<file path="config.mk">
export PLATFORM = sky130hd
export DESIGN_NAME = rsdec_syn
export DESIGN_NICKNAME = d
export VERILOG_FILES = /design/src/rtl/rsdec_pkg.sv /design/src/rtl/rsdec_syn_cell.sv /design/src/rtl/rsdec_syn.sv
export SDC_FILE = /design/constraint.sdc
export NUM_CORES = 1
export LEC_CHECK = 0
export CAP_MARGIN = 20
export CELL_PAD_IN_SITES_DETAIL_PLACEMENT = 1
export CELL_PAD_IN_SITES_GLOBAL_PLACEMENT = 2
export CORE_ASPECT_RATIO = 1.75
export CORE_UTILIZATION = 25
export CTS_BUF_LIST = sky130_fd_sc_hd__clkbuf_4 sky130_fd_sc_hd__clkbuf_8
export CTS_CLUSTER_SIZE = 12
export DETAILED_ROUTE_END_ITERATION = 12
export DONT_BUFFER_PORTS = 1
export GPL_TIMING_DRIVEN = 0
export PLACE_DENSITY_LB_ADDON = 0.1
export SLEW_MARGIN = 40
export SYNTH_ARGS = -nofsm -noshare
export SYNTH_HDL_FRONTEND = slang
export SYNTH_SLANG_ARGS = --single-unit
</file>
<file path="constraint.sdc">
create_clock -name clk -period 3.6 [get_ports clk]
set_clock_uncertainty 0.2 [all_clocks]
set_input_delay 0.72 -clock clk [delete_from_list [all_inputs] [get_ports clk]]
set_output_delay 0.72 -clock clk [all_outputs]
set_load 0.01 [all_outputs]
</file>
<file path="src/rtl/rsdec_pkg.sv">
// Shared GF(2^8) definitions for the RS(255,249) decoder: field width, reduction
// polynomial, the alpha powers used by the syndrome cells and a constant multiplier.
package rsdec_pkg;

  localparam int GF_W = 8;
  // Low byte of x^8+x^7+x^2+x+1; the x^8 term is implied by the shift-out bit.
  localparam logic [GF_W-1:0] GF_POLY = 8'h87;

  typedef logic [GF_W-1:0] gf_sym_t;

  localparam gf_sym_t ALPHA_POW [1:6] = '{8'h02, 8'h04, 8'h08, 8'h10, 8'h20, 8'h40};

  // With c fixed at elaboration this reduces to a pure XOR network.
  function automatic gf_sym_t gf_mul_const(gf_sym_t a, gf_sym_t c);
    gf_sym_t p;
    gf_sym_t x;
    p = '0;
    x = a;
    for (int i = 0; i < GF_W; i++) begin
      if (c[i]) p = p ^ x;
      x = {x[GF_W-2:0], 1'b0} ^ (x[GF_W-1] ? GF_POLY : '0);
    end
    return p;
  endfunction

endpackage

</file>
<file path="src/rtl/rsdec_syn_cell.sv">
// One Horner accumulator: acc <= acc*ALPHA ^ sym, or a restart with sym on ld.
module rsdec_syn_cell
  import rsdec_pkg::*;
#(
  parameter gf_sym_t ALPHA = 8'h02
) (
  input  logic       clk,
  input  logic       clrn,
  input  logic       ld,
  input  logic       en,
  input  logic [7:0] sym,
  output logic [7:0] acc
);

  gf_sym_t acc_q;
  gf_sym_t acc_d;

  always_comb begin
    acc_d = acc_q;
    if (ld)      acc_d = sym;
    else if (en) acc_d = gf_mul_const(acc_q, ALPHA) ^ sym;
  end

  always_ff @(posedge clk or negedge clrn) begin
    if (!clrn) acc_q <= '0;
    else       acc_q <= acc_d;
  end

  assign acc = acc_q;

endmodule

</file>
<file path="src/rtl/rsdec_syn.sv">
// RS(255,249) syndrome calculator: six Horner cells, symbol framing counter and a
// registered syndrome output stage with valid/ready handshakes on both sides.
module rsdec_syn
  import rsdec_pkg::*;
#(
  parameter int N    = 255,
  parameter int NSYN = 6
) (
  input  logic       clk,
  input  logic       clrn,
  input  logic       in_valid,
  output logic       in_ready,
  input  logic [7:0] in_sym,
  input  logic       in_sop,
  output logic [7:0] syndrome0,
  output logic [7:0] syndrome1,
  output logic [7:0] syndrome2,
  output logic [7:0] syndrome3,
  output logic [7:0] syndrome4,
  output logic [7:0] syndrome5,
  output logic       syn_nz,
  output logic       out_valid,
  input  logic       out_ready,
  output logic       blk_err
);

  if (NSYN != 6) begin : g_nsyn_chk
    $error("rsdec_syn supports only NSYN == 6");
  end
  if (N < 7 || N > 255) begin : g_n_chk
    $error("rsdec_syn requires N in 7..255");
  end

  localparam logic [7:0] LAST = 8'(N - 1);

  logic [7:0] count_q, count_d;
  logic       out_valid_q, out_valid_d;
  logic       syn_nz_q, syn_nz_d;
  logic       blk_err_q, blk_err_d;
  gf_sym_t    syn_q [6];
  gf_sym_t    syn_d [6];
  gf_sym_t    acc_w [6];
  gf_sym_t    fin_w [6];
  logic       take, start, last;

  assign in_ready = ~((count_q == LAST) & out_valid_q & ~out_ready);
  assign take     = in_valid & in_ready;
  assign start    = take & ((count_q == 8'd0) | in_sop);
  assign last     = take & ~start & (count_q == LAST);

  for (genvar gi = 0; gi < 6; gi++) begin : g_cell
    rsdec_syn_cell #(.ALPHA(ALPHA_POW[gi+1])) u_cell (
      .clk  (clk),
      .clrn (clrn),
      .ld   (start),
      .en   (take),
      .sym  (in_sym),
      .acc  (acc_w[gi])
    );
    // Value the cell is about to register; lets the output stage load on the last symbol.
    assign fin_w[gi] = gf_mul_const(acc_w[gi], ALPHA_POW[gi+1]) ^ in_sym;
  end

  always_comb begin
    count_d     = count_q;
    out_valid_d = out_valid_q;
    syn_nz_d    = syn_nz_q;
    blk_err_d   = take & in_sop & (count_q != 8'd0);
    for (int i = 0; i < 6; i++) syn_d[i] = syn_q[i];

    if (start)     count_d = 8'd1;
    else if (last) count_d = 8'd0;
    else if (take) count_d = count_q + 8'd1;

    // last cannot fire while the output is held, so a completed block never overwrites it.
    if (last) begin
      out_valid_d = 1'b1;
      syn_nz_d    = 1'b0;
      for (int i = 0; i < 6; i++) begin
        syn_d[i] = fin_w[i];
        syn_nz_d = syn_nz_d | (|fin_w[i]);
      end
    end else if (out_ready) begin
      out_valid_d = 1'b0;
    end
  end

  always_ff @(posedge clk or negedge clrn) begin
    if (!clrn) begin
      count_q     <= '0;
      out_valid_q <= 1'b0;
      syn_nz_q    <= 1'b0;
      blk_err_q   <= 1'b0;
      for (int i = 0; i < 6; i++) syn_q[i] <= '0;
    end else begin
      count_q     <= count_d;
      out_valid_q <= out_valid_d;
      syn_nz_q    <= syn_nz_d;
      blk_err_q   <= blk_err_d;
      for (int i = 0; i < 6; i++) syn_q[i] <= syn_d[i];
    end
  end

  assign syndrome0 = syn_q[0];
  assign syndrome1 = syn_q[1];
  assign syndrome2 = syn_q[2];
  assign syndrome3 = syn_q[3];
  assign syndrome4 = syn_q[4];
  assign syndrome5 = syn_q[5];
  assign syn_nz    = syn_nz_q;
  assign out_valid = out_valid_q;
  assign blk_err   = blk_err_q;

endmodule

</file>
==> impl_metrics.py, run 1 <==
metrics = {
    "setup_path": {
        "cp.arrival_ps": 2140,
        "max_stage_delay_ps": 420,
        "critPathCaptureType": "output port",
        "regToRegSetupSlack_ps": 720,
        "cp_top_family": "simple AND/OR/NAND/NOR gates",
        "crit_chain": "inv_1 -> ha_1 -> nand3_1 -> or3_1 -> clkbuf_1 -> or2_2",
        "cp-start-kind": "flip-flop",
        "reg2reg_from": "count_q[0]",
        "critPathKind": "reg -> out",
        "rr_worst_depth": 10,
        "crit_slowest_cell": "dfrtp_1",
        "crit_buf_inv": 2,
        "required_ps": 2680,
        "path_max_fanout": 5,
        "reg2reg_to": "g_cell[5].u_cell.acc[5]",
    },
    "finish": {
        "finalNonFillerCells": 991,
        "drive_gt1_share_pct": 8.64,
        "utilization_pct": 28.0,
        "syn2layout_area_growth_pct": 10.1,
        "fill_cells": 2875,
        "regArea_sq_um": 2680,
        "finish.net_count": 694,
        "multi_input_area_sq_um": 3140,
        "n_antenna_cell": 0,
    },
    "worst_hold_path": {
        "min-delay-path-class": "in -> async",
    },
    "clocking": {
        "clock_latency_ps": 450,
        "cts.sinks": 107,
        "cts-buffers-inserted": 9,
        "cts_resized": 0,
        "clock-root-buffer": "clkbuf_8",
        "cts_buffer_depth": 2,
        "clkTransAtPathRegs_ps": 110,
        "cts_max_level": 3,
        "cts_tree": "yes",
    },
    "timing": {
        "tns_ps": 0,
        "rsz0062_at_grt": "no",
        "drv_slew": 0,
        "hold_viol_final": 0,
        "fmax_ghz": 0.327,
        "fin_crit_sh_pct": 85.0,
        "period_minus_slack_ps": 3060,
        "worst_slew_pin_slew_ps": 759,
        "setup_violations": 0,
        "maxSlewHeadroom_pct": 49.4,
    },
    "synthesis": {
        "synth-seq-cells": 107,
        "yosys_warnings": 0,
        "synthFlopType": "dfrtp_1",
        "synth.area.top_cells": "dfrtp_1 44%, xnor2_1 10%, xor2_1 7.9%, o21ai_0 7.5%, nand2_1 7.2%",
        "yosys.area.top_type": "dfrtp_1",
        "syn_nets": 682,
        "syn_area_per_cell_sq_um": 9.18,
        "netlist_area_sq_um": 6120,
        "synth_top_area_share_pct": 43.8,
        "netlist_instances": 666,
        "async_flop_share_pct": 100,
        "synthDistinctLibCells": 55,
        "synth_edf_count": 0,
        "yosysSeqAreaShare_pct": 43.8,
    },
    "global_route": {
        "grt_pass1_wl_microns": 34400,
        "first_global_vias": 5240,
        "gr-total-overflow": 0,
        "grt_antenna_before_repair": 0,
        "grt_use_total_pct": 19.4,
        "grt_max_degree": 108,
    },
    "place": {
        "place_inst": 974,
        "gp_congestion": 0.753,
        "place.port_buffers": 0,
        "post-dp-hpwl_microns": 16800,
    },
    "detailed_routing": {
        "routed_wl_microns": 23000,
        "first_pass_iters": 4,
        "drt_iter0_drc": 146,
        "ant_nets": 0,
        "post_drt_via_cell_ratio": 4.84,
        "routedWlPerCell_microns": 23.2,
        "route.detailed.drc": 0,
        "num_vias": 4792,
    },
    "power": {
        "total_leakage_power_nw": 2.78,
        "vdd_drop_max_uv": 294,
        "powerDensity_nw_per_um2": 738,
    },
    "die": {
        "core-area_sq_um": 24000,
        "rows": 75,
        "die_w_microns": 120,
        "dieArea_sq_um": 25100,
        "die_h_microns": 209,
        "pin_count": 65,
        "start_util_pct": 25.5,
    },
    "run": {
        "cap_violations": 0,
    },
    "outcome": {
        "run_status": "completed",
    },
}
==> placed cells by master (no fill, tap or decap), types with 4 or more instances in the layout <==
| master | n |
|---|---|
| nand2_1 | 118 |
| dfrtp_1 | 107 |
| o21ai_0 | 92 |
| xnor2_1 | 71 |
| xor2_1 | 55 |
| nor2_1 | 41 |
| clkbuf_1 | 26 |
| a21oi_1 | 17 |
| buf_2 | 13 |
| nand3_1 | 10 |
| nand4_1 | 10 |
| clkbuf_8 | 9 |
| buf_4 | 7 |
| nor3_1 | 7 |
| mux2_2 | 6 |
| inv_1 | 5 |
| nand2b_1 | 5 |
| xnor2_2 | 5 |
| o31ai_1 | 5 |
| or3_1 | 4 |
| xnor3_1 | 4 |
| nor4_1 | 4 |
==> worst max-delay path by stage <==
stage	from	to	slack [ps]	cells after the start
after floorplan	count_q[0]	in_ready	1140	6
after global placement	in_sym[4]	syn_nz	210	7
after detailed placement	in_sym[6]	syn_nz	290	7
after CTS	count_q[0]	in_ready	480	6
after global routing	count_q[0]	g_cell[5].u_cell.acc[5]	350	10
final	count_q[0]	in_ready	540	6
==> flip-flops by register name, indices dropped and copies added (netlist names) <==
signal and count:
g_cell.u_cell.acc 48, count_q 8, syndrome0 8, syndrome1 8, syndrome2 8, syndrome3 8, syndrome4 8, syndrome5 8
blk_err 1, out_valid 1, syn_nz 1
==> layer usage <==
layer	track usage (%)	vias up	routed length, microns
met2	35.1	83	12400
met5	0	-	0
met4	10.3	0	969
li1	-	2231	-
met3	2.92	36	556
met1	21.6	2442	9050
==> per-stage QoR <==
step / cell area, sq um / hold slack (ps) / setup WS, ps / power, mW
floorplan: 6120 / 224 / 1140 / 3.37
global placement: 6500 / 228 / 210 / 4.15
detailed placement: 6510 / 228 / 292 / 4.19
CTS: 6740 / 27.6 / 479 / 5.07
global route: 6740 / 46.2 / 350 / 5.29
finish: 6740 / 12.7 / 539 / 4.97
==> where the power goes <==
group | total [mW] | switching, mW | internal, mW
clock | 0.820 | 0.543 | 0.277
sequential | 1.61 | 0.237 | 1.38
combinational | 2.54 | 1.52 | 1.02
==> Yosys cell counts (all sizes together) (4+ instances only) <==
| master | number |
|---|---|
| or3 | 4 |
| dfrtp | 107 |
| xor2 | 55 |
| nand3 | 10 |
| mux2 | 6 |
| nor2 | 41 |
| o21ai | 94 |
| xnor2 | 76 |
| nor3 | 7 |
| nand4 | 10 |
| nand2 | 118 |
| nand2b | 5 |
| inv | 5 |
| o31ai | 5 |
| clkbuf | 29 |
| and3 | 4 |
| xnor3 | 5 |
| nor4 | 4 |
| a21oi | 18 |
| buf | 22 |
==> final cells by class <==
type,count,area share (%)
multi-input combinational,501,46.6
sequential,107,39.7
tap,308,5.72
buffer,52,4.23
clock buffer,9,1.84
clock inverter,7,1.13
timing repair buffer,1,0.409
inverter,6,0.334
==> repair_timing <==
action,4_1_cts,5_1_grt
hold buffers,1,0
hold endpoints to repair,107,0
setup buffers,0,0
==> cell families (layout without fill, tap and decap cells) <==
logic type                 Yosys count  count (layout)  share of synthesized area [%]
and+or+nand+nor                    219             219                           15.8
DFF                                107             107                           43.8
xor gates and xnor gates           136             136                           21.2
adders and majority gates            3               3                          0.614
muxes                                9               9                           1.60
AOI/OAI and AO/OA                  134             134                           12.1
buffers and inverters               58              75                           4.91
(Power assumes the default switching activity.)
==> run 2, diff against run 1 <==
--- a/config.mk
+++ b/config.mk
@@ -5,6 +5,7 @@
 export SDC_FILE = /design/constraint.sdc
 export NUM_CORES = 1
 export LEC_CHECK = 0
+export ABC_CLOCK_PERIOD_IN_PS = 3600
 export CAP_MARGIN = 20
 export CELL_PAD_IN_SITES_DETAIL_PLACEMENT = 1
 export CELL_PAD_IN_SITES_GLOBAL_PLACEMENT = 2
==> results of run 2 <==
No change in the layout: final DEF, timing and power equal those of run 1.
